File: src/rtl/truth_table_scanner_pkg.sv
// Shared definitions for the truth-table scanner: FSM state encoding and
// the expected-output tables of the common 2-input gates.
package truth_table_scanner_pkg;

  typedef enum logic [1:0] {
    ST_IDLE   = 2'd0,
    ST_SETTLE = 2'd1,
    ST_SAMPLE = 2'd2,
    ST_DONE   = 2'd3
  } state_e;

  // Bit i is the gate output expected when the input vector equals i.
  localparam logic [3:0] TT_AND  = 4'b1000;
  localparam logic [3:0] TT_OR   = 4'b1110;
  localparam logic [3:0] TT_NAND = 4'b0111;
  localparam logic [3:0] TT_NOR  = 4'b0001;
  localparam logic [3:0] TT_XOR  = 4'b0110;
  localparam logic [3:0] TT_XNOR = 4'b1001;

endpackage

File: src/rtl/settle_timer.sv
// Loadable up/down counter with clear, enable and a terminal-count flag.
// The flag compares the current count against tc_val.
module settle_timer #(
  parameter int W = 1
) (
  input  logic         clk,
  input  logic         rst,
  input  logic         clr,
  input  logic         load,
  input  logic         en,
  input  logic         up,
  input  logic [W-1:0] load_val,
  input  logic [W-1:0] tc_val,
  output logic         tc_o
);

  logic [W-1:0] cnt_q, cnt_d;

  always_comb begin
    cnt_d = cnt_q;
    if (clr)       cnt_d = '0;
    else if (load) cnt_d = load_val;
    else if (en)   cnt_d = up ? cnt_q + W'(1) : cnt_q - W'(1);
  end

  always_ff @(posedge clk or posedge rst) begin
    if (rst) cnt_q <= '0;
    else     cnt_q <= cnt_d;
  end

  assign tc_o = (cnt_q == tc_val);

endmodule

File: src/rtl/truth_table_scanner.sv
// Drives a combinational gate through every input vector, waits SETTLE cycles
// per vector, captures the gate output and compares it with EXPECTED.
module truth_table_scanner
  import truth_table_scanner_pkg::*;
#(
  parameter int                   N_IN     = 2,
  parameter int                   SETTLE   = 1,
  parameter logic [2**N_IN-1:0]   EXPECTED = 4'b1000
) (
  input  logic                clk,
  input  logic                reset,
  input  logic                start,
  output logic [N_IN-1:0]     vec,
  input  logic                s_in,
  output logic                busy,
  output logic                done,
  output logic                pass,
  output logic [2**N_IN-1:0]  table_out,
  output logic [N_IN:0]       err_count
);

  localparam int                NV       = 2**N_IN;
  localparam int                CW       = $clog2(SETTLE) + 1;
  localparam logic [N_IN-1:0]   VEC_LAST = N_IN'(NV - 1);
  localparam logic [CW-1:0]     TC_VAL   = CW'(SETTLE - 1);

  state_e            state_q, state_d;
  logic [N_IN-1:0]   vec_q, vec_d;
  logic [NV-1:0]     tbl_q, tbl_d;
  logic [N_IN:0]     err_q, err_d;
  logic              busy_q, busy_d;
  logic              done_q, done_d;
  logic              pass_q, pass_d;
  logic              tmr_clr, tmr_en, tmr_tc;
  logic              mis;

  settle_timer #(.W(CW)) u_timer (
    .clk      (clk),
    .rst      (reset),
    .clr      (tmr_clr),
    .load     (1'b0),
    .en       (tmr_en),
    .up       (1'b1),
    .load_val ('0),
    .tc_val   (TC_VAL),
    .tc_o     (tmr_tc)
  );

  always_comb begin
    state_d = state_q;
    vec_d   = vec_q;
    tbl_d   = tbl_q;
    err_d   = err_q;
    busy_d  = busy_q;
    done_d  = done_q;
    pass_d  = pass_q;
    tmr_clr = 1'b0;
    tmr_en  = 1'b0;
    mis     = (s_in != EXPECTED[vec_q]);
    case (state_q)
      ST_IDLE, ST_DONE: begin
        if (start) begin
          state_d = ST_SETTLE;
          vec_d   = '0;
          tbl_d   = '0;
          err_d   = '0;
          busy_d  = 1'b1;
          done_d  = 1'b0;
          pass_d  = 1'b0;
          tmr_clr = 1'b1;
        end
      end
      ST_SETTLE: begin
        tmr_en = 1'b1;
        if (tmr_tc) state_d = ST_SAMPLE;
      end
      ST_SAMPLE: begin
        tbl_d[vec_q] = s_in;
        err_d        = err_q + (N_IN+1)'(mis);
        if (vec_q == VEC_LAST) begin
          // pass must see the compare of the final vector, hence err_d
          state_d = ST_DONE;
          busy_d  = 1'b0;
          done_d  = 1'b1;
          pass_d  = (err_d == '0);
        end else begin
          state_d = ST_SETTLE;
          vec_d   = vec_q + N_IN'(1);
          tmr_clr = 1'b1;
        end
      end
      default: state_d = ST_IDLE;
    endcase
  end

  always_ff @(posedge clk or posedge reset) begin
    if (reset) begin
      state_q <= ST_IDLE;
      vec_q   <= '0;
      tbl_q   <= '0;
      err_q   <= '0;
      busy_q  <= 1'b0;
      done_q  <= 1'b0;
      pass_q  <= 1'b0;
    end else begin
      state_q <= state_d;
      vec_q   <= vec_d;
      tbl_q   <= tbl_d;
      err_q   <= err_d;
      busy_q  <= busy_d;
      done_q  <= done_d;
      pass_q  <= pass_d;
    end
  end

  assign vec       = vec_q;
  assign busy      = busy_q;
  assign done      = done_q;
  assign pass      = pass_q;
  assign table_out = tbl_q;
  assign err_count = err_q;

endmodule

File: config.mk
export PLATFORM = sky130hd
export DESIGN_NAME = truth_table_scanner
export DESIGN_NICKNAME = d
export VERILOG_FILES = /design/src/rtl/truth_table_scanner_pkg.sv /design/src/rtl/settle_timer.sv /design/src/rtl/truth_table_scanner.sv
export SDC_FILE = /design/constraint.sdc
export NUM_CORES = 1
export LEC_CHECK = 0
export BUFFER_PORTS_ARGS = -buffer_cell sky130_fd_sc_hd__buf_2
export CORE_MARGIN = 8
export CORE_UTILIZATION = 30
export CTS_BUF_LIST = sky130_fd_sc_hd__clkbuf_8
export CTS_CLUSTER_DIAMETER = 50
export CTS_CLUSTER_SIZE = 24
export DETAILED_ROUTE_END_ITERATION = 12
export GPL_TIMING_DRIVEN = 0
export PLACE_DENSITY = 0.48
export RECOVER_POWER = 100
export REMOVE_ABC_BUFFERS = 1
export SETUP_SLACK_MARGIN = 0.15
export SLEW_MARGIN = 20
export SYNTH_ARGS = -nofsm -noshare
export SYNTH_HDL_FRONTEND = slang
export SYNTH_HIERARCHICAL = 1
export SYNTH_SLANG_ARGS = --single-unit
File: constraint.sdc
create_clock -name clk -period 1.9 [get_ports clk]
set_input_delay 0 -clock clk [delete_from_list [all_inputs] [get_ports clk]]
set_output_delay 0 -clock clk [all_outputs]
set_load 0.01 [all_outputs]
* Yosys cells after proc, flatten, opt, wreduce, memory -nomap -nowiden *
Index checks and enable logic that the tools add are counted.

storage, ports and cells
  flip-flop bits (word level) = 15
  bits of input ports = 4
  output and inout bits = 12
  logic and storage cells = 62

operators by class
  add/sub/neg operators = 3
  $lt $le $gt $ge = 2
  equality and inequality tests = 9
  mux-type cells = 30
  reductions and logical operators = 10

operator list
  kind                   count
  $mux W1                12
  $mux W2                5
  $ne A2 B2 Y1 const B   4
  $pmux W1 S2            4
  $pmux W4 S2            1
  $eq A2 B2 Y1 const B   3
  $pmux W2 S3            1
  $pmux W3 S2            1
  $reduce_and A3 Y1      2
  $bwmux W4              1
  $mux W4                1
  $pmux W2 S2            1
  $reduce_and A2 Y1      2
  $reduce_bool A2 Y1     2
  $add A3 B1 Y3          1
  $logic_not A3 Y1       1
  $lt A2 B3 Y1 const B   1
  $mux W3                1
  $add A2 B1 Y2 const B  1
  $bmux W1 S2            1
  $demux W1 S2           1
  $eq A2 B1 Y1 const B   1
  $ge A2 B1 Y1 const B   1
  $logic_not A2 Y1       1
  4 further kinds        4

* Depth between registers and ports, before layout *
  depth after elaboration = 7
  gate-level depth with buffers = 7
  gate-level depth less buffers = 7

* Hierarchy *
Netlist, hierarchy kept.

modules (own cells, without submodules)
  module               instances  cells an instance  area each (µm²)  sequential area each (µm²)
  truth_table_scanner  1          94                 939.7            350.3
  settle_timer         1          7                  68.8             25.0

* Worst setup path before layout *
No wires, ideal clock.

  kind = register to register
  start point = register vec_q[0], in the netlist vec[0]
  end point = register pass_q, in the netlist pass
  setup time = 0.095 ns
  arrival time = 1.795 ns
  data required time = 1.805 ns
  slack = 0.009 ns
  stages on the path, launching flop included = 8
  buffers on the path = 0
  clock period less this slack = 1.891 ns
  cells stage by stage = dfrtp_1 > ha_1 > ha_1 > ha_1 > ha_1 > nor2_1 > nand4_1 > o31ai_1

between the ends
  word-level cells in the longest chain between the ends = 7
  elaborated cells on any way between the ends = 10
  those cells by class = 1 x add/sub; 3 x eq/ne; 4 x mux; 2 x reduce/logical

ends and longest elaborated chain
  element                        line                        RTL
  from (decl)                    truth_table_scanner.sv:28   logic [N_IN-1:0] vec_q, vec_d;
  from (signal assigned)         truth_table_scanner.sv:107  vec_q <= vec_d;
  $bmux W1 S2                    truth_table_scanner.sv:59   mis = (s_in != EXPECTED[vec_q]);
  $mux W1 (not written as such)  truth_table_scanner.sv:59
  $ne A1 B1 Y1                   truth_table_scanner.sv:59
  $add A3 B1 Y3                  truth_table_scanner.sv:79   err_d = err_q + (N_IN+1)'(mis);
  $logic_not A3 Y1               truth_table_scanner.sv:85   pass_d = (err_d == '0);
  $mux W1                        truth_table_scanner.sv:80   if (vec_q == VEC_LAST) begin
  $pmux W1 S2                    truth_table_scanner.sv:60   case (state_q)
  to (signal assigned)           truth_table_scanner.sv:112  pass_q <= pass_d;
  to (decl)                      truth_table_scanner.sv:33   logic pass_q, pass_d;

Parallel ways exist; a longest one is shown, timed or not. The select of a mux whose other input is x is not followed.
A chain may end at the register's enable or synchronous reset.

* Worst setup path after layout *
Same ends and word-level chain as after synthesis.

==> impl_metrics.toml <==
[clocking]
clock_latency_ns = 0.25
numCtsBuffers = 3
cts_tree = "yes"
clock_sinks = 15
clockBufferDepth = 2
cts_root_buf = "clkbuf_8"
clkTransAtPathRegs_ns = 0.07
htree_levels = 1

[global_routing]
grt_pass1_wl_um = 3670
grt_max_degree = 24
grt_pass1_vias = 825
antenna_found_initial = 0
grt_overflow = 0
track_usage_pct = 8.81

[timing]
max_freq_mhz = 591
relSlewSlack_pct = 60.7
final.setup.tns_ns = 0
rsz0062_at_grt = "false"
worstMarginPinSlew_ns = 0.588
finalSetupViolations = 0
slew_viol_final = 0
finalCritPeriodShare_pct = 89.0
period_needed_ns = 1.69
fin_skew_ns = 0.00372
hold_viol_final = 0

[placed_design]
port_buffers = 15
dp_hpwl_um = 1520
gp_congestion = 0.675
placed_cell_area_um2 = 1100

[layout]
area_delta_synth_final_pct = 21.7
final_cell_mix = "clkbuf_1 (15), dfrtp_1 (14), o21ai_0 (10)"
final_common_cell = "clkbuf_1"
layout-drive-gt1-share_pct = 17.7
antenna_cells = 0
fin_area_um2 = 1220
nets = 139

[route]
drt_wl_total_um = 2200
route.top_layer_used = "met4"
firstDrtPassIters = 4
drt_iter0_markers = 18
drc_errors = 0
wl_met1_um = 1000
vias = 788
wl_per_cell_um = 13.0
viasPerCell = 4.64
wl_met3_um = 140
final_antenna_net_count = 0
dr_wl_met2_um = 1050

[pwr]
p_per_area_nw_per_um2 = 1180
power.share.clock_pct = 18.3
p_leak_nw = 0.519
ir_drop_v = 0.000522
p_sw_mw = 0.602
p_int_mw = 0.846
seqPwrFrac_pct = 31.0
swShare_pct = 41.6
combinationalPowerShare_pct = 50.7

[worst_setup_path]
r2r-start = "vec[0]"
r2r_end = "pass"
cp.required_ns = 2.06
r2r_slack_ns = 0.21
cp-end-kind = "flop"
cp_max_fo = 2
crit_path_frequent_cell = "ha_4"
crit_start = "vec[0]"
cp_slowest_cell = "dfrtp_2"
reg2regPathDepth = 7
path_cells = "ha_4 > ha_4 > ha_1 > ha_4 > nor2_2 > nand4_1 > o31ai_2"
slowest_delay_ns = 0.43
start_kind = "flop"
path_class = "reg -> reg"
crit_arrival_ns = 1.85

[floorplan]
die-width_um = 73.9
dieArea_um2 = 5460
die-height_um = 73.9
core-area_um2 = 3280
pin_count = 16
start_util_pct = 30.6
row_count = 21

[worst_hold_path]
worstHoldPathCells = 3
hp-class = "in -> reg"
min_to = "table_out[0]"
min-delay-start = "s_in"

[synthesis]
syn_avg_cell_area_um2 = 10.0
yosys_warnings = 6
synth_cells = 100
synthesis.area_um2 = 1000

[status]
status = "completed"

[flow_run]
max_cap_violations = 0
routing by layer:
layer  vias to the layer above  track usage, %
met4                         0            2.66
met2                        13            14.4
li1                        403               -
met5                         -               0
met3                         2            3.68
met1                       370            10.1
power by group through the flow:
stage / clock (mW) / sequential (mW) / combinational [mW]
after floorplan: 0 / 0.470 / 0.481
after global routing: 0.293 / 0.460 / 0.827
after CTS: 0.280 / 0.450 / 0.768
after detailed placement: 0 / 0.460 / 0.666
final: 0.265 / 0.449 / 0.734
after global placement: 0 / 0.457 / 0.657
state kept, by name, summed over array words and instances, names as in the netlist:
name	flops
state_q	2
busy	1
err_count	3
pass	1
table_out	4
done	1
u_timer/cnt_q	1
vec	2
area by class of cell:
type                    count  area [um^2]
repair buffers             22          101
fillers                   349         2060
inverters                   8         30.0
clock buffers               3         41.3
well taps                  46         57.6
multi-input cells          75          612
clock inverters             1         3.75
flip-flops and latches     15          377
worst max-delay path, delay by kind of cell (launching register included):
family          cells  cell delay, ns
fa+ha+maj           4            0.82
flops               1            0.43
compound gates      1            0.20
simple gates        2            0.16
repair_timing:
action                                  in CTS  in global routing
hold endpoints to repair                    15                  0
resized for setup                            7                  2
cloned                                       0                  0
endpoints found under the setup margin       8                  1
setup buffers                                6                  0
pin swaps                                    4                  1
hold buffers                                 1                  0
worst max path at each step:
stage,to,slack [ns],cells past startpoint
2_1_floorplan,pass,0.009,7
3_3_place_gp,pass,-0.16,7
3_5_place_dp,pass,-0.12,7
4_1_cts,pass,0.11,7
5_1_grt,pass,0.08,5
6_report,pass,0.21,7
stage by stage:
step / power, mW / cells / worst slack, ns / hold WS (ns) / utilization (%)
CTS: 1.50 / 170 / 0.110 / 0.0965 / 37.8
finish: 1.45 / 170 / 0.209 / 0.113 / 37.2
global placement: 1.11 / 159 / -0.156 / -0.157 / 33.6
global route: 1.58 / 170 / 0.0836 / 0.141 / 37.2
detailed placement: 1.13 / 159 / -0.119 / -0.152 / 33.6
floorplan: 0.951 / 98 / 0.00940 / -0.271 / -
No activity file was read; power rests on OpenSTA's default activity.
